===== src/rtl/sprite_dirty_redraw_if.sv =====
// Compositor / back-RAM bus of the sprite dirty-rectangle writer.
//   pix_x, pix_y : scan coordinate presented to the compositor
//   pix_color    : colour returned by the compositor for pix_x/pix_y (same cycle)
//   wr_en        : back-RAM write strobe
//   wr_addr      : back-RAM word address
//   wr_data      : back-RAM write data
// The writer drives the master modport; compositor and RAM sit on the slave side.
interface sprite_dirty_redraw_if #(
  parameter int ADDR_W = 16
);
  logic [9:0]        pix_x;
  logic [9:0]        pix_y;
  logic [7:0]        pix_color;
  logic              wr_en;
  logic [ADDR_W-1:0] wr_addr;
  logic [7:0]        wr_data;

  modport master (
    output pix_x, pix_y, wr_en, wr_addr, wr_data,
    input  pix_color
  );

  modport slave (
    input  pix_x, pix_y, wr_en, wr_addr, wr_data,
    output pix_color
  );
endinterface


===== src/rtl/sprite_dirty_redraw.sv =====
// Dirty-rectangle writer for a ping-pong framebuffer.
// On every accepted frame_start the sprite state (x, y, attr) is latched. Each sprite
// whose state differs from what was last drawn into the current back buffer gets its
// old box and then its new box rescanned; the compositor colour for every scanned
// coordinate is written to the back RAM. Buffers swap on the frame_start that follows
// a completed redraw. One history table per buffer keeps both buffers coherent.
// Ports:
//   clk, rst          : clock, asynchronous active-low reset
//   frame_start       : one-cycle frame pulse
//   sprite_x/y/attr   : packed per-sprite state, sprite i at [10i+9:10i] / [ATTR_W*i +: ATTR_W]
//   bus               : compositor request/response and back-RAM write port
//   front_sel         : buffer being displayed (back buffer is ~front_sel)
//   swap              : one-cycle pulse when front_sel toggles
//   busy              : redraw in progress (LATCH, SCAN_OLD, SCAN_NEW, NEXT)
//   overrun           : sticky, frame_start seen while busy
module sprite_dirty_redraw #(
  parameter int NUM_SPRITES = 5,
  parameter int ATTR_W      = 7,
  parameter int SPR_SIZE    = 16,
  parameter int XMAX        = 240,
  parameter int YOFFSET     = 24,
  parameter int YROWS       = 264,
  parameter int ADDR_W      = 16
) (
  input  logic                          clk,
  input  logic                          rst,
  input  logic                          frame_start,
  input  logic [NUM_SPRITES*10-1:0]     sprite_x,
  input  logic [NUM_SPRITES*10-1:0]     sprite_y,
  input  logic [NUM_SPRITES*ATTR_W-1:0] sprite_attr,
  sprite_dirty_redraw_if.master         bus,
  output logic                          front_sel,
  output logic                          swap,
  output logic                          busy,
  output logic                          overrun
);

  localparam int LOG_S = $clog2(SPR_SIZE);
  // One extra bit so the terminal compare never sees a wrapped counter.
  localparam int CNT_W = 2 * LOG_S + 1;
  localparam int LAST  = SPR_SIZE * SPR_SIZE - 1;
  localparam int H     = SPR_SIZE / 2 - 1;
  localparam int SW    = 20 + ATTR_W;
  localparam int IDX_W = (NUM_SPRITES > 1) ? $clog2(NUM_SPRITES) : 1;

  localparam logic [2:0] S_IDLE     = 3'd0;
  localparam logic [2:0] S_LATCH    = 3'd1;
  localparam logic [2:0] S_SCAN_OLD = 3'd2;
  localparam logic [2:0] S_SCAN_NEW = 3'd3;
  localparam logic [2:0] S_NEXT     = 3'd4;
  localparam logic [2:0] S_DONE     = 3'd5;

  // Coordinate of a box pixel, centred on loc, modulo 2^10.
  function automatic logic [9:0] scan_coord(input logic [9:0] loc, input logic [LOG_S-1:0] off);
    return loc - 10'(H) + 10'(off);
  endfunction

  // Wrapped negatives appear as large unsigned values and fail the upper bounds.
  function automatic logic in_frame(input logic [9:0] x, input logic [9:0] y);
    return (int'(x) < XMAX) && (int'(y) >= YOFFSET) && (int'(y) < YOFFSET + YROWS);
  endfunction

  // Framebuffer is stored column-major with x reversed.
  function automatic logic [ADDR_W-1:0] ram_addr(input logic [9:0] x, input logic [9:0] y);
    return ADDR_W'((XMAX - 1 - int'(x)) * YROWS + int'(y) - YOFFSET);
  endfunction

  function automatic logic [IDX_W-1:0] lowest_set(input logic [NUM_SPRITES-1:0] v);
    logic [IDX_W-1:0] r;
    r = '0;
    for (int i = NUM_SPRITES - 1; i >= 0; i--) begin
      if (v[i]) r = IDX_W'(i);
    end
    return r;
  endfunction

  logic [2:0]             state_q, state_d;
  logic [CNT_W-1:0]       cnt_q, cnt_d;
  logic [IDX_W-1:0]       idx_q, idx_d;
  logic [NUM_SPRITES-1:0] dirty_q, dirty_d;
  logic [SW-1:0]          cur_q  [NUM_SPRITES];
  logic [SW-1:0]          cur_d  [NUM_SPRITES];
  logic [SW-1:0]          prev_q [2][NUM_SPRITES];
  logic [SW-1:0]          prev_d [2][NUM_SPRITES];
  logic                   front_sel_q, front_sel_d;
  logic                   swap_q, swap_d;
  logic                   overrun_q, overrun_d;
  logic [9:0]             pix_x_q, pix_x_d;
  logic [9:0]             pix_y_q, pix_y_d;
  logic                   pix_vld_q, pix_vld_d;
  logic                   wr_en_q, wr_en_d;
  logic [ADDR_W-1:0]      wr_addr_q, wr_addr_d;
  logic [7:0]             wr_data_q, wr_data_d;

  logic                   back;
  logic                   busy_w;
  logic                   accept;
  logic [NUM_SPRITES-1:0] dirty_now;
  logic [NUM_SPRITES-1:0] rest_dirty;
  logic [9:0]             base_x, base_y;

  assign back   = ~front_sel_q;
  assign busy_w = (state_q == S_LATCH) || (state_q == S_SCAN_OLD) ||
                  (state_q == S_SCAN_NEW) || (state_q == S_NEXT);
  assign accept = frame_start && ((state_q == S_IDLE) || (state_q == S_DONE));

  // Compare against the history of the buffer about to be drawn into.
  always_comb begin
    for (int i = 0; i < NUM_SPRITES; i++) begin
      dirty_now[i] = (cur_q[i] != prev_q[back][i]);
    end
  end

  always_comb begin
    state_d     = state_q;
    cnt_d       = cnt_q;
    idx_d       = idx_q;
    dirty_d     = dirty_q;
    cur_d       = cur_q;
    prev_d      = prev_q;
    front_sel_d = front_sel_q;
    swap_d      = 1'b0;
    overrun_d   = overrun_q;
    rest_dirty  = '0;

    if (frame_start && busy_w) overrun_d = 1'b1;

    if (accept) begin
      for (int i = 0; i < NUM_SPRITES; i++) begin
        cur_d[i] = {sprite_x[10*i +: 10], sprite_y[10*i +: 10], sprite_attr[ATTR_W*i +: ATTR_W]};
      end
      state_d = S_LATCH;
      if (state_q == S_DONE) begin
        front_sel_d = ~front_sel_q;
        swap_d      = 1'b1;
      end
    end

    case (state_q)
      S_IDLE, S_DONE: ;
      S_LATCH: begin
        dirty_d = dirty_now;
        cnt_d   = '0;
        if (|dirty_now) begin
          idx_d   = lowest_set(dirty_now);
          state_d = S_SCAN_OLD;
        end else begin
          state_d = S_IDLE;
        end
      end
      S_SCAN_OLD: begin
        if (cnt_q == CNT_W'(LAST)) begin
          cnt_d   = '0;
          state_d = S_SCAN_NEW;
        end else begin
          cnt_d = cnt_q + 1'b1;
        end
      end
      S_SCAN_NEW: begin
        if (cnt_q == CNT_W'(LAST)) begin
          cnt_d   = '0;
          state_d = S_NEXT;
        end else begin
          cnt_d = cnt_q + 1'b1;
        end
      end
      S_NEXT: begin
        prev_d[back][idx_q] = cur_q[idx_q];
        rest_dirty          = dirty_q & ~(NUM_SPRITES'(1) << idx_q);
        dirty_d             = rest_dirty;
        if (|rest_dirty) begin
          idx_d   = lowest_set(rest_dirty);
          state_d = S_SCAN_OLD;
        end else begin
          state_d = S_DONE;
        end
      end
      default: state_d = S_IDLE;
    endcase
  end

  // Scan address is built from next-state values so the registered pix_x/pix_y
  // line up with the cycle the FSM spends on that count.
  always_comb begin
    pix_vld_d = (state_d == S_SCAN_OLD) || (state_d == S_SCAN_NEW);
    pix_x_d   = pix_x_q;
    pix_y_d   = pix_y_q;
    if (state_d == S_SCAN_OLD) begin
      base_x = prev_q[back][idx_d][SW-1 -: 10];
      base_y = prev_q[back][idx_d][SW-11 -: 10];
    end else begin
      base_x = cur_q[idx_d][SW-1 -: 10];
      base_y = cur_q[idx_d][SW-11 -: 10];
    end
    if (pix_vld_d) begin
      pix_x_d = scan_coord(base_x, cnt_d[LOG_S-1:0]);
      pix_y_d = scan_coord(base_y, cnt_d[2*LOG_S-1:LOG_S]);
    end
  end

  // Write stage: one cycle behind the scan coordinate.
  always_comb begin
    wr_en_d   = pix_vld_q && in_frame(pix_x_q, pix_y_q);
    wr_addr_d = wr_addr_q;
    wr_data_d = wr_data_q;
    if (pix_vld_q) begin
      wr_addr_d = ram_addr(pix_x_q, pix_y_q);
      wr_data_d = bus.pix_color;
    end
  end

  always_ff @(posedge clk or negedge rst) begin
    if (!rst) begin
      state_q     <= S_IDLE;
      cnt_q       <= '0;
      idx_q       <= '0;
      dirty_q     <= '0;
      front_sel_q <= 1'b0;
      swap_q      <= 1'b0;
      overrun_q   <= 1'b0;
      pix_x_q     <= '0;
      pix_y_q     <= '0;
      pix_vld_q   <= 1'b0;
      wr_en_q     <= 1'b0;
      wr_addr_q   <= '0;
      wr_data_q   <= '0;
      for (int i = 0; i < NUM_SPRITES; i++) begin
        cur_q[i]     <= '0;
        prev_q[0][i] <= {10'h3FF, 10'h3FF, {ATTR_W{1'b0}}};
        prev_q[1][i] <= {10'h3FF, 10'h3FF, {ATTR_W{1'b0}}};
      end
    end else begin
      state_q     <= state_d;
      cnt_q       <= cnt_d;
      idx_q       <= idx_d;
      dirty_q     <= dirty_d;
      front_sel_q <= front_sel_d;
      swap_q      <= swap_d;
      overrun_q   <= overrun_d;
      pix_x_q     <= pix_x_d;
      pix_y_q     <= pix_y_d;
      pix_vld_q   <= pix_vld_d;
      wr_en_q     <= wr_en_d;
      wr_addr_q   <= wr_addr_d;
      wr_data_q   <= wr_data_d;
      cur_q       <= cur_d;
      prev_q      <= prev_d;
    end
  end

  assign bus.pix_x   = pix_x_q;
  assign bus.pix_y   = pix_y_q;
  assign bus.wr_en   = wr_en_q;
  assign bus.wr_addr = wr_addr_q;
  assign bus.wr_data = wr_data_q;
  assign front_sel   = front_sel_q;
  assign swap        = swap_q;
  assign busy        = busy_w;
  assign overrun     = overrun_q;

endmodule

===== src/flat_wrapper.sv =====
// flat-port wrapper written by rule: the top's interface ports become plain ports
module sprite_dirty_redraw_flat 
#(
  parameter int NUM_SPRITES = 5,
  parameter int ATTR_W      = 7,
  parameter int SPR_SIZE    = 16,
  parameter int XMAX        = 240,
  parameter int YOFFSET     = 24,
  parameter int YROWS       = 264,
  parameter int ADDR_W      = 16
)
  (clk, rst, frame_start, sprite_x, sprite_y, sprite_attr, front_sel, swap, busy, overrun, bus_pix_x, bus_pix_y, bus_wr_en, bus_wr_addr, bus_wr_data, bus_pix_color);
  sprite_dirty_redraw_if #(.ADDR_W(ADDR_W)) bus_i ();
  input  logic clk;
  input  logic rst;
  input  logic frame_start;
  input  logic [NUM_SPRITES*10-1:0] sprite_x;
  input  logic [NUM_SPRITES*10-1:0] sprite_y;
  input  logic [NUM_SPRITES*ATTR_W-1:0] sprite_attr;
  output logic front_sel;
  output logic swap;
  output logic busy;
  output logic overrun;
  output wire logic [$bits(bus_i.pix_x)-1:0] bus_pix_x;
  output wire logic [$bits(bus_i.pix_y)-1:0] bus_pix_y;
  output wire logic [$bits(bus_i.wr_en)-1:0] bus_wr_en;
  output wire logic [$bits(bus_i.wr_addr)-1:0] bus_wr_addr;
  output wire logic [$bits(bus_i.wr_data)-1:0] bus_wr_data;
  input wire logic [$bits(bus_i.pix_color)-1:0] bus_pix_color;
  assign bus_pix_x = bus_i.pix_x;
  assign bus_pix_y = bus_i.pix_y;
  assign bus_wr_en = bus_i.wr_en;
  assign bus_wr_addr = bus_i.wr_addr;
  assign bus_wr_data = bus_i.wr_data;
  assign bus_i.pix_color = bus_pix_color;
  sprite_dirty_redraw #(.NUM_SPRITES(NUM_SPRITES), .ATTR_W(ATTR_W), .SPR_SIZE(SPR_SIZE), .XMAX(XMAX), .YOFFSET(YOFFSET), .YROWS(YROWS), .ADDR_W(ADDR_W)) u_core (.clk(clk), .rst(rst), .frame_start(frame_start), .sprite_x(sprite_x), .sprite_y(sprite_y), .sprite_attr(sprite_attr), .bus(bus_i), .front_sel(front_sel), .swap(swap), .busy(busy), .overrun(overrun));
endmodule

===== config.mk =====
export PLATFORM = sky130hd
export DESIGN_NAME = sprite_dirty_redraw_flat
export DESIGN_NICKNAME = d
export VERILOG_FILES = /design/src/rtl/sprite_dirty_redraw_if.sv /design/src/rtl/sprite_dirty_redraw.sv /design/src/flat_wrapper.sv
export SDC_FILE = /design/constraint.sdc
export NUM_CORES = 1
export LEC_CHECK = 0
export ABC_AREA = 1
export BUFFER_PORTS_ARGS = -buffer_cell sky130_fd_sc_hd__buf_2
export CELL_PAD_IN_SITES_DETAIL_PLACEMENT = 0
export CELL_PAD_IN_SITES_GLOBAL_PLACEMENT = 2
export CORE_MARGIN = 3
export CORE_UTILIZATION = 36
export CTS_CLUSTER_DIAMETER = 50
export DETAILED_ROUTE_END_ITERATION = 16
export PLACE_DENSITY = 0.83
export SYNTH_ARGS = -nofsm -noshare
export SYNTH_HDL_FRONTEND = slang
export SYNTH_SLANG_ARGS = --single-unit

===== constraint.sdc =====
create_clock -name clk -period 6.6 [get_ports clk]
set_clock_uncertainty 0.15 [all_clocks]
set_input_delay 0.66 -clock clk [delete_from_list [all_inputs] [get_ports clk]]
set_output_delay 0.66 -clock clk [all_outputs]
set_load 0.02 [all_outputs]

# Word-level counts from Yosys, hierarchy flattened
# Index checks and enable logic that the tools add are counted.
# op_classes
add_sub_neg	8
n_mul	1
n_div	0
n_lt_le_gt_ge	8
n_eq_ne	13
n_shift	1
mux	43
n_bitwise	6
reduce_logical	20
# op_table
operator	n
$mux 135	4
$bwmux 270	1
$bmux 27 s3	3
$mux 27	7
$demux 135 s1	1
$ne 27x27->1	5
$demux 27 s3	1
$mux 3	16
$mul 32x7->13 const B	1
$add 10x4->10	2
$mux 10	2
$sub 10x3->10 const B	2
$pmux 9 s2	1
$add 16x11->16	1
$sub 16x6->16 const B	1
$pmux 3 s5	1
$eq 3x2->1 const B	4
$sub 8x10->11 const A	1
$ge 10x5->1 const B	1
$lt 10x8->1 const B	1
$lt 10x9->1 const B	1
$pmux 5 s2	1
$reduce_or 5->1	2
$add 9x1->9 const B	1
other kinds (23)	39
# word_totals
reg_bits	474
latch_bits	0
mem_bits_rw	0
romBits	0
in_bits	146
out_inout_bits	49
word_cells	129
n_memories	0

# Depth between registers and ports, before layout
# Gate-level depths: netlist of the first run.
# logic_depth
depth_word	20
ltp_mapped	46

# Worst setup path before layout of the first run
# No wires, ideal clock.
# synth_timing
path_kind	reg2reg
from	reg u_core.front_sel_q (netlist: u_core.front_sel)
to	reg u_core.pix_y_q[9] (netlist: u_core.bus.pix_y[9])
setup_time_ps	118
arrival_time_ps	4924
required_time_ps	6332
slack_ps	1408
stages_incl_launch_ff	40
n_path_buf	5
period_less_slack_ps	5192
cell_sequence	dfrtp_1 > inv_2 > buf_4 > buf_4 > nand2_1 > nand2_1 > xor2_1 > nand2_1 > nor3_1 > nand2_1 > nor2_2 > nand3_1 > nand2_1 > nand3_2 > nand3_2 > buf_6 > buf_2 > buf_2 > [4 not listed] > nand2_1 > ha_1 > ha_1 > fa_1 > nand3_1 > nand2_1 > a21oi_1 > inv_1 > a21oi_1 > nor2_1 > nor2_1 > inv_1 > a21oi_1 > inv_1 > nand3_1 > nand3_1 > nand3_1 > nand2_1
# synth_between
elab_chain_len	20
word_cells_on_any_way	33
# synth_lines
element	line_no	rtl
from (decl)	sprite_dirty_redraw.sv:85	logic front_sel_q, front_sel_d;
from (signal assigned)	sprite_dirty_redraw.sv:237	front_sel_q <= front_sel_d;
$not 1->1 (*)	sprite_dirty_redraw.sv:102	assign back = ~front_sel_q;
$not 1->2 (not written as such) (*)	sprite_dirty_redraw.sv:110, sprite_dirty_redraw.sv:190	
$mux 135 (not written as such) (*) (3 in series)	sprite_dirty_redraw.sv:110, sprite_dirty_redraw.sv:190	
$ne 27x27->1	sprite_dirty_redraw.sv:110	dirty_now[i] = (cur_q[i] != prev_q[back][i]);
$mux 3 (5 in series)	sprite_dirty_redraw.sv:72	if (v[i]) r = IDX_W'(i);
$mux 3	sprite_dirty_redraw.sv:144	if (|dirty_now) begin
$pmux 3 s2	sprite_dirty_redraw.sv:139	case (state_q)
$not 3->4 (not written as such)	sprite_dirty_redraw.sv:190, sprite_dirty_redraw.sv:193	
$bmux 27 s3, on equally long branches	sprite_dirty_redraw.sv:193, sprite_dirty_redraw.sv:190	
$mux 27, on equally long branches (2 in series)	n/a	
$mux 10	sprite_dirty_redraw.sv:188	if (state_d == S_SCAN_OLD) begin
$sub 10x3->10	sprite_dirty_redraw.sv:55	return loc - 10'(H) + 10'(off);
$add 10x4->10	sprite_dirty_redraw.sv:55	
to (signal assigned)	sprite_dirty_redraw.sv:241	pix_y_q <= pix_y_d;
to (decl)	sprite_dirty_redraw.sv:89	logic [9:0] pix_y_q, pix_y_d;
# Every way passes the cells marked *; elsewhere a longest branch is shown, timed or not. The select of a mux whose other input is x is not followed.
# A chain may end at the register's enable or synchronous reset.

# Worst setup path after layout of the first run
# Same ends and word-level chain as after synthesis.

==> flow_summary_export.csv, run 1 <==
group,metric,value,unit
yosys,synthAdderAreaFrac,0.0301,
place,globalplace.congestion,0.893,
die,die_area,76600,µm²
die,core_area,72100,µm²
worst_setup_path,cp_data_arrival_time,6530,ps
die,die_h,277,µm
layout,utilization,0.431,
global_routing,grt_pass1_wl,150000,µm
sta,fin_crit_sh,0.938,
clock_network,cts_made_buffers,72,
sta,slew_headroom,0.0822,
global_routing,antenna_found_initial,1,
sta,clock.fmax,162,MHz
clock_network,tritoncts,"done",
worst_setup_path,cp-start-kind,"flop",
sta,fin_tns_setup,0,ps
yosys,synth_async_sr_flop_share,1.00,
yosys,synth_area_leaders,"dfrtp_1, dfstp_2, nand2_1",
layout,drive_above_1_share,0.170,
clock_network,htree_num_levels,3,
yosys,synth_top_family_by_area,"simple AND/OR/NAND/NOR gates",
layout,diodes,0,
layout,stdcell_count,4763,
yosys,synth_compound_area_frac,0.149,
yosys,ys_seq_area_frac,0.459,
global_routing,grt_max_degree,180,
yosys,synth_edf_count,0,
job,cap_violations,0,
detailed_routing,antenna_left,0,
status,outcome,"finished, violations left",
worst_setup_path,worst-path-max-fanout,24,
place,port_buffers,194,
detailed_routing,via_count,24600,
place,post-place-ws,303,ps
die,io-pin-count,195,
yosys,synthesis.area,26400,µm²
layout,final_nets,3963,
yosys,synth_mux_area_frac,0,
worst_setup_path,critical_path_class,"flop to flop",
yosys,syn_area_per_cell,7.39,µm²
place,dpl_cell_area,28600,µm²
die,num_rows,98,
place,dpl.hpwl,69700,µm
detailed_routing,via_per_inst,5.16,
worst_setup_path,slowest_stage,"dfrtp_4",
sta,finalSetupViolCount,0,
yosys,yosys.area_share.simple,0.263,
worst_setup_path,crit_top_cell,"nand2_1",
die,start_util,0.366,
yosys,ys_ff_latch,474,
clock_network,clkLatencyLatePin,620,ps
power,irDropWorstVdd,475,µV
sta,slew_viol_final,0,
global_routing,overflow,0,
status,violations,"negative hold slack",
sta,worst_slew_pin_slew,1380,ps
global_routing,globalRouteTotalUtil,0.256,
place,dp_cells,4626,
power,leakage,14.4,nW
yosys,synth_top_area_share,0.260,
clock_network,clockBufferDepth,3,
yosys,yosysTopAreaCell,"dfrtp_1",
detailed_routing,routed_wl,100000,µm
worst_setup_path,slowest_delay,510,ps
sta,setup_ws,411,ps
sta,fin_crit,6190,ps
detailed_routing,routedWlPerCell,21.0,µm
power,power.density,450,nW/µm²
yosys,yosysWarnings,0,
yosys,synth_flop_cell,"dfrtp_1",
yosys,syn_inst,3572,
worst_setup_path,end_kind,"flop",
global_routing,grt_pass1_vias,23700,
clock_network,root_buffer,"clkbuf_16",
detailed_routing,drtPass1Iterations,6,
layout,fillers,7490,
sta,hold_violations,11,
worst_setup_path,crit_required,6940,ps
die,die_w,277,µm
min_path,hold_path_class,"input pin to asynchronous set/reset pin",
worst_setup_path,worst-path-buf-inv,10,
layout,area_growth,17.9,%
sta,whs,-12.6,ps
detailed_routing,drc_errors,0,
detailed_routing,detail_route.iter0.violations,2051,
yosys,syn_nets,3779,
clock_network,clock-sinks,474,
yosys,synth_cell_type_count,46,
clock_network,clk_pin_slew_worst_paths,60,ps
yosys,synth_xor_area_frac,0.0189,
worst_setup_path,critical-path-top-delay-family,"simple AND/OR/NAND/NOR gates",
layout,final_area,31100,µm²
cell usage after synthesis, types with 37 or more instances:
master and n:
dfrtp_1 274, dfstp_2 200, ha_1 57, inv_1 318
o21ai_0 479, xor2_1 44, o21ai_1 44, nand2_1 1359
nor2_1 151, clkbuf_1 113, a21oi_1 57, o22ai_1 37
nand3_1 205
power by group:
part,internal (mW),switching (mW)
sequential,3.39,0.375
combinational,2.35,4.02
clock,2.37,1.49
cell type report:
type	count	area (µm²)	share of cell area
clock buffer	90	1960	0.0630
clock inverter	41	433	0.0139
inverter	342	1300	0.0419
multi-input combinational	2589	12300	0.395
sequential	474	12100	0.390
tap	950	1190	0.0382
timing repair buffer	277	1820	0.0586
logic make-up (layout without fill, tap and decap cells):
kind of cell	after synthesis	in the layout
flip-flops	474	474
AND/OR/NAND/NOR	1754	1754
buffers and inverters	509	750
AO/OA/AOI/OAI	717	717
XOR/XNOR	57	57
adder cells (fa/ha/maj)	61	61
worst paths after layout:
check	start	end	slack [ps]	depth (start not counted)
worst max-delay path	u_core.front_sel	u_core.bus.pix_y[9]	410	42
worst min-delay path	rst	u_core.cur_q[99]	-10	1
worst max register to register	u_core.front_sel	u_core.bus.pix_y[9]	410	42
worst min register to register	u_core.overrun	u_core.overrun	300	1
max in group asynchronous	rst	u_core.cur_q[92]	4830	2
min in group clk	sprite_y[40]	u_core.cur_q[7]	90	3
layout by cell type, fill, tap and decap left out, types with 5 or more instances in the layout:
cell type     n
nand4_1      12
buf_4        65
buf_2       193
dfrtp_1     273
inv_1       317
or2_2         7
o31ai_1       5
a31oi_1       8
buf_12       10
clkbuf_16    75
clkinv_4      7
nand3_1     205
ha_1         57
inv_2         8
nand2_1    1357
a211oi_2      6
dfstp_2     200
nor2_2        9
clkinv_2     14
xnor2_1      13
inv_6        11
o21ai_0     476
clkbuf_1     10
xor2_1       44
a211oi_1      9
bufinv_16     6
o211ai_1     19
o21ai_1      46
a221oi_1     12
o221ai_1     24
nor3_1        5
o22ai_1      37
clkbuf_8      8
a21oi_1      55
nor2_1      142
clkinv_1     13
sequential cells by signal, summed over array words and instances, names as in the netlist:
name / count
u_core.prev_q: 270
u_core.idx_q: 3
u_core.cnt_q: 9
u_core.swap: 1
u_core.cur_q: 135
u_core.bus.pix_x: 10
u_core.bus.wr_en: 1
u_core.pix_vld_q: 1
u_core.bus.wr_addr: 16
u_core.bus.pix_y: 10
u_core.state_q: 3
u_core.dirty_q: 5
u_core.front_sel: 1
u_core.bus.wr_data: 8
u_core.overrun: 1
per-stage QoR:
stage	power (mW)	hold slack [ps]
after global routing	15.1	54.3
after CTS	14.1	28.6
after global placement	10.2	285
final	14.0	-12.6
after floorplan	8.03	214
after detailed placement	10.2	291
per-layer routing:
metal  GRT usage  share of wire  vias to the layer above
li1            -              -                    11900
met1       0.362           0.46                    11700
met2       0.395           0.44                      797
met3      0.0540          0.066                      173
met4      0.0769          0.030                        0
met5           0              0                        -
repair_timing:
action	CTS	global route
setup endpoints to repair	0	5
hold buffers	0	0
setup buffers	0	3
gates resized for setup	0	26
Note: power is estimated with default switching activity, not from simulation.
==> run 2: changes to the inputs <==
--- a/config.mk
+++ b/config.mk
@@ -14,6 +14,8 @@
 export CTS_CLUSTER_DIAMETER = 50
 export DETAILED_ROUTE_END_ITERATION = 16
 export PLACE_DENSITY = 0.83
+export RECOVER_POWER = 50
+export REMOVE_ABC_BUFFERS = 1
 export SYNTH_ARGS = -nofsm -noshare
 export SYNTH_HDL_FRONTEND = slang
 export SYNTH_SLANG_ARGS = --single-unit
==> flow_summary_export.csv, run 2 (same netlist as run 1, synthesis figures left out) <==
group,metric,value,unit
status,outcome,"finished, violations left",
status,violations,"max-capacitance violations, max-slew violations",
clock_network,cts_made_buffers,76,
detailed_routing,routed_wl,96300,µm
sta,worst_slew_pin_slew,2840,ps
detailed_routing,via_count,24400,
clock_network,clockBufferDepth,3,
layout,drive_above_1_share,0.158,
die,io-pin-count,195,
worst_setup_path,end_kind,"flop",
power,power.density,450,nW/µm²
worst_setup_path,critical_path_class,"flop to flop",
die,core_area,72100,µm²
layout,largest_register_ffs,270,
detailed_routing,drc_errors,0,
detailed_routing,routedWlPerCell,20.2,µm
sta,slew_viol_final,483,
die,die_area,76600,µm²
sta,slew_headroom,-0.894,
sta,clock.fmax,164,MHz
clock_network,htree_num_levels,3,
global_routing,antenna_found_initial,0,
power,irDropWorstVdd,838,µV
place,port_buffers,194,
place,dpl.hpwl,64400,µm
layout,layout_commonest_cell,"nand2_1",
sta,finalSetupViolCount,0,
worst_setup_path,critical-path-top-delay-family,"simple AND/OR/NAND/NOR gates",
sta,setup_ws,497,ps
layout,utilization,0.434,
layout,stdcell_count,4777,
clock_network,tritoncts,"done",
detailed_routing,antenna_left,0,
die,die_h,277,µm
sta,fin_crit,6100,ps
min_path,hold_path_class,"input pin to flop",
global_routing,grt_max_degree,206,
detailed_routing,drtPass1Iterations,6,
layout,layout_common_cells,"nand2_1, o21ai_0, inv_1, dfrtp_1, nand3_1",
worst_setup_path,slowest_stage,"dfrtp_4",
layout,largest-register,"u_core.prev_q",
global_routing,globalRouteTotalUtil,0.247,
clock_network,clock-sinks,474,
worst_setup_path,worst-path-max-fanout,24,
clock_network,clk_pin_slew_worst_paths,60,ps
clock_network,root_buffer,"clkbuf_16",
place,post-place-ws,179,ps
worst_setup_path,worst-path-buf-inv,9,
worst_setup_path,cp-start-kind,"flop",
layout,fillers,7553,
worst_setup_path,crit_required,6960,ps
detailed_routing,detail_route.iter0.violations,1876,
layout,multi_input_area,12300,µm²
global_routing,grt_pass1_wl,146000,µm
power,leakage,14.4,nW
job,cap_violations,5,
detailed_routing,via_per_inst,5.11,
sta,grt_setup_unrepaired,"false",
clock_network,clkLatencyLatePin,620,ps
sta,fin_crit_sh,0.925,
global_routing,overflow,0,
layout,final_nets,3972,
place,dp_cells,4629,
worst_setup_path,slowest_delay,590,ps
layout,ff_latch_area,12100,µm²
layout,diodes,0,
global_routing,grt_pass1_vias,23800,
die,num_rows,98,
die,start_util,0.366,
sta,hold_violations,0,
die,die_w,277,µm
worst_setup_path,cp_data_arrival_time,6460,ps
layout,area_growth,18.5,%
place,globalplace.congestion,0.875,
run 2: repair_timing:
action	4_1_cts	5_1_grt
hold buffers	1	0
resized for setup	0	23
hold endpoints to repair	16	0
setup buffers	0	4
setup endpoints to repair	0	4
run 2: metal layers:
metal	GRT usage	vias up	routed length [µm]
li1	-	12000	-
met1	0.338	11500	43800
met2	0.393	739	43100
met3	0.0448	183	6000
met4	0.0822	0	3400
met5	0	-	0
run 2: report_power, final:
group / internal, mW / total, mW / switching [mW]
combinational: 2.33 / 6.16 / 3.84
sequential: 3.39 / 3.74 / 0.346
clock: 2.65 / 4.17 / 1.53
total: 8.36 / 14.1 / 5.71
run 2: through the flow:
stage | hold slack (ps) | power [mW] | area [µm²] | setup TNS, ps
finish | 81.0 | 14.1 | 31300 | 0
global route | 73.1 | 15.2 | 31300 | 0
CTS | 53.6 | 14.2 | 31200 | 0
detailed placement | 290 | 9.93 | 28600 | 0
global placement | 283 | 9.91 | 28600 | 0
floorplan | 214 | 7.97 | 25600 | -75830
run 2: worst paths after layout:
| check | endpoint | from | cells past startpoint | slack (ps) |
|---|---|---|---|---|
| hold reg to reg | u_core.overrun | u_core.overrun | 1 | 310 |
| min in group asynchronous | u_core.cur_q[62] | rst | 2 | 1290 |
| setup / recovery | u_core.bus.pix_y[9] | u_core.front_sel | 40 | 500 |
| setup reg to reg | u_core.bus.pix_y[9] | u_core.front_sel | 40 | 500 |
| hold / removal | u_core.cur_q[29] | sprite_attr[23] | 3 | 80 |
| max in group asynchronous | u_core.cur_q[105] | rst | 3 | 970 |
run 2: worst register-to-register path, delay by kind of cell, from the launching register on:
| family | cells | cell delay [ps] |
|---|---|---|
| flops | 1 | 590 |
| compound gates | 7 | 1110 |
| simple gates | 21 | 2240 |
| buf+inv | 9 | 1120 |
| fa+ha+maj | 3 | 780 |
run 2: cell type report:
class	count	share of cell area
timing repair buffer	281	0.0557
clock buffer	104	0.0698
multi-input combinational	2589	0.392
tap	950	0.0380
inverter	342	0.0419
sequential	474	0.388
clock inverter	36	0.0148
timing repair inverter	1	0.000280
==> run 3: changes to the inputs <==
--- a/config.mk
+++ b/config.mk
@@ -9,11 +9,10 @@
 export BUFFER_PORTS_ARGS = -buffer_cell sky130_fd_sc_hd__buf_2
 export CELL_PAD_IN_SITES_DETAIL_PLACEMENT = 0
 export CELL_PAD_IN_SITES_GLOBAL_PLACEMENT = 2
-export CORE_MARGIN = 3
-export CORE_UTILIZATION = 36
+export CORE_UTILIZATION = 38
 export CTS_CLUSTER_DIAMETER = 50
 export DETAILED_ROUTE_END_ITERATION = 16
-export PLACE_DENSITY = 0.83
+export PLACE_DENSITY = 0.87
 export RECOVER_POWER = 50
 export REMOVE_ABC_BUFFERS = 1
 export SYNTH_ARGS = -nofsm -noshare
==> constraint.sdc (replaced) <==
create_clock -name clk -period 7.02 [get_ports clk]
set_clock_uncertainty 0.15 [all_clocks]
set_input_delay 0.702 -clock clk [delete_from_list [all_inputs] [get_ports clk]]
set_output_delay 0.702 -clock clk [all_outputs]
set_load 0.02 [all_outputs]
==> flow_summary_export.csv, run 3 (same netlist as run 1, synthesis figures left out) <==
group,metric,value,unit
status,violations,"max-capacitance violations, max-slew violations",
sta,clock.fmax,159,MHz
layout,layout_common_cells,"nand2_1, o21ai_0, inv_1, dfrtp_1, nand3_1",
clock_network,clockBufferDepth,3,
worst_setup_path,worst-path-max-fanout,37,
status,outcome,"finished, violations left",
global_routing,antenna_found_initial,0,
global_routing,grt_pass1_wl,144000,µm
clock_network,clk_pin_slew_worst_paths,60,ps
power,p_sw,5.25,mW
layout,area_growth,17.2,%
sta,hold_violations,0,
sta,finalSetupViolCount,0,
global_routing,grt_pass1_vias,23300,
global_routing,overflow,0,
worst_setup_path,crit_top_cell,"nand2_1",
worst_setup_path,critical_path_class,"flop to flop",
clock_network,cts_made_buffers,73,
clock_network,root_buffer,"clkbuf_16",
detailed_routing,detail_route.iter0.violations,2266,
place,dpl.hpwl,63100,µm
power,irDropWorstVdd,578,µV
detailed_routing,via_count,24300,
global_routing,grt_max_degree,147,
die,die_area,70500,µm²
die,num_rows,96,
layout,stdcell_count,4740,
sta,fin_crit,6290,ps
layout,largest_register_ffs,270,
sta,fin_crit_sh,0.896,
worst_setup_path,cp_data_arrival_time,6650,ps
detailed_routing,antenna_left,0,
clock_network,ctsHoldBuffers,0,
sta,worst_slew_pin_slew,5590,ps
sta,setup_ws,733,ps
clock_network,htree_num_levels,3,
worst_setup_path,slowest_delay,530,ps
power,power.density,419,nW/µm²
sta,slew_headroom,-2.73,
die,die_h,265,µm
clock_network,post_cts_resize_count,0,
layout,diodes,0,
layout,largest-register,"u_core.prev_q",
detailed_routing,routed_wl,93300,µm
min_path,min_from,"sprite_x[47]",
detailed_routing,drc_errors,0,
worst_setup_path,reg2regPathDepth,41,
power,clockPowerShare,0.291,
layout,drive_above_1_share,0.163,
global_routing,use_met3,0.0438,
worst_setup_path,r2r-end,"u_core.bus.pix_y[9]",
min_path,hold_depth,3,
place,post-place-ws,489,ps
min_path,min_to,"u_core.cur_q[24]",
job,cap_violations,1,
worst_setup_path,crit_required,7380,ps
place,globalplace.congestion,0.883,
min_path,hold_path_class,"input pin to flop",
die,core_area,68600,µm²
clock_network,clock-sinks,474,
global_routing,top_usage_layer,"met2",
layout,final_nets,3955,
worst_setup_path,slowest_stage,"dfrtp_4",
global_routing,grt_util_met2,0.434,
place,port_buffers,194,
power,combPwrFrac,0.438,
power,power.total,12.9,mW
layout,utilization,0.451,
clock_network,tritoncts,"done",
detailed_routing,drtPass1Iterations,5,
die,io-pin-count,195,
worst_setup_path,reg2reg_setup_slack,730,ps
die,die_w,265,µm
global_routing,use_met1,0.369,
place,dp_cells,4603,
global_routing,globalRouteTotalUtil,0.269,
worst_setup_path,end_kind,"flop",
power,leakage,14.4,nW
worst_setup_path,cp-start-kind,"flop",
sta,slew_viol_final,117,
die,start_util,0.385,
clock_network,cts_setup_buffers,0,
sta,whs,119,ps
detailed_routing,routedWlPerCell,19.7,µm
detailed_routing,via_per_inst,5.12,
sta,grt_setup_unrepaired,"false",
power,pwr-share-seq,0.271,
worst_setup_path,crit-reg2reg-launch,"u_core.front_sel",
power,swShare,0.406,
clock_network,clkLatencyLatePin,630,ps
power,p_int,7.70,mW
layout,layout_commonest_cell,"nand2_1",
run 3: final cells by class:
class,count,area [µm²]
fill,7089,37700
multi-input combinational,2589,12200
sequential,474,12100
clock buffer,95,2000
timing repair buffer,268,1610
inverter,342,1300
tap,931,1160
clock inverter,41,514
run 3: worst max path at each step:
stage | from | end | slack [ps]
global placement | u_core.front_sel | u_core.bus.pix_y[9] | 520
floorplan | u_core.front_sel | u_core.bus.pix_y[9] | -4000
CTS | u_core.front_sel | u_core.bus.pix_y[9] | 490
detailed placement | u_core.front_sel | u_core.bus.pix_y[9] | 490
global route | u_core.front_sel | u_core.bus.pix_y[9] | 20
finish | u_core.front_sel | u_core.bus.pix_y[9] | 730
run 3: power groups by stage:
stage | registers, mW | clock network (mW) | logic [mW]
global placement | 3.54 | 0 | 5.67
floorplan | 3.59 | 0 | 3.90
finish | 3.51 | 3.77 | 5.67
CTS | 3.50 | 3.85 | 5.72
global route | 3.56 | 3.96 | 6.55
detailed placement | 3.54 | 0 | 5.69
run 3: metal layers:
| layer | wire length (µm) | up-vias |
|---|---|---|
| li1 | - | 11900 |
| met1 | 42400 | 11500 |
| met2 | 42800 | 716 |
| met3 | 5440 | 152 |
| met4 | 2670 | 0 |
| met5 | 0 | - |
run 3: per-stage QoR:
stage	TNS, ps	area [µm²]
detailed placement	0	28400
global route	0	30900
floorplan	-66390	25600
global placement	0	28400
finish	0	30900
CTS	0	30900
run 3: worst max-delay path, delay by kind of cell, from the launching register on:
kind	cells	cell delay, ps
and+or+nand+nor	22	2330
buffers and inverters	9	1320
AOI/OAI and AO/OA	7	1050
adders and majority gates	3	750
DFF	1	530
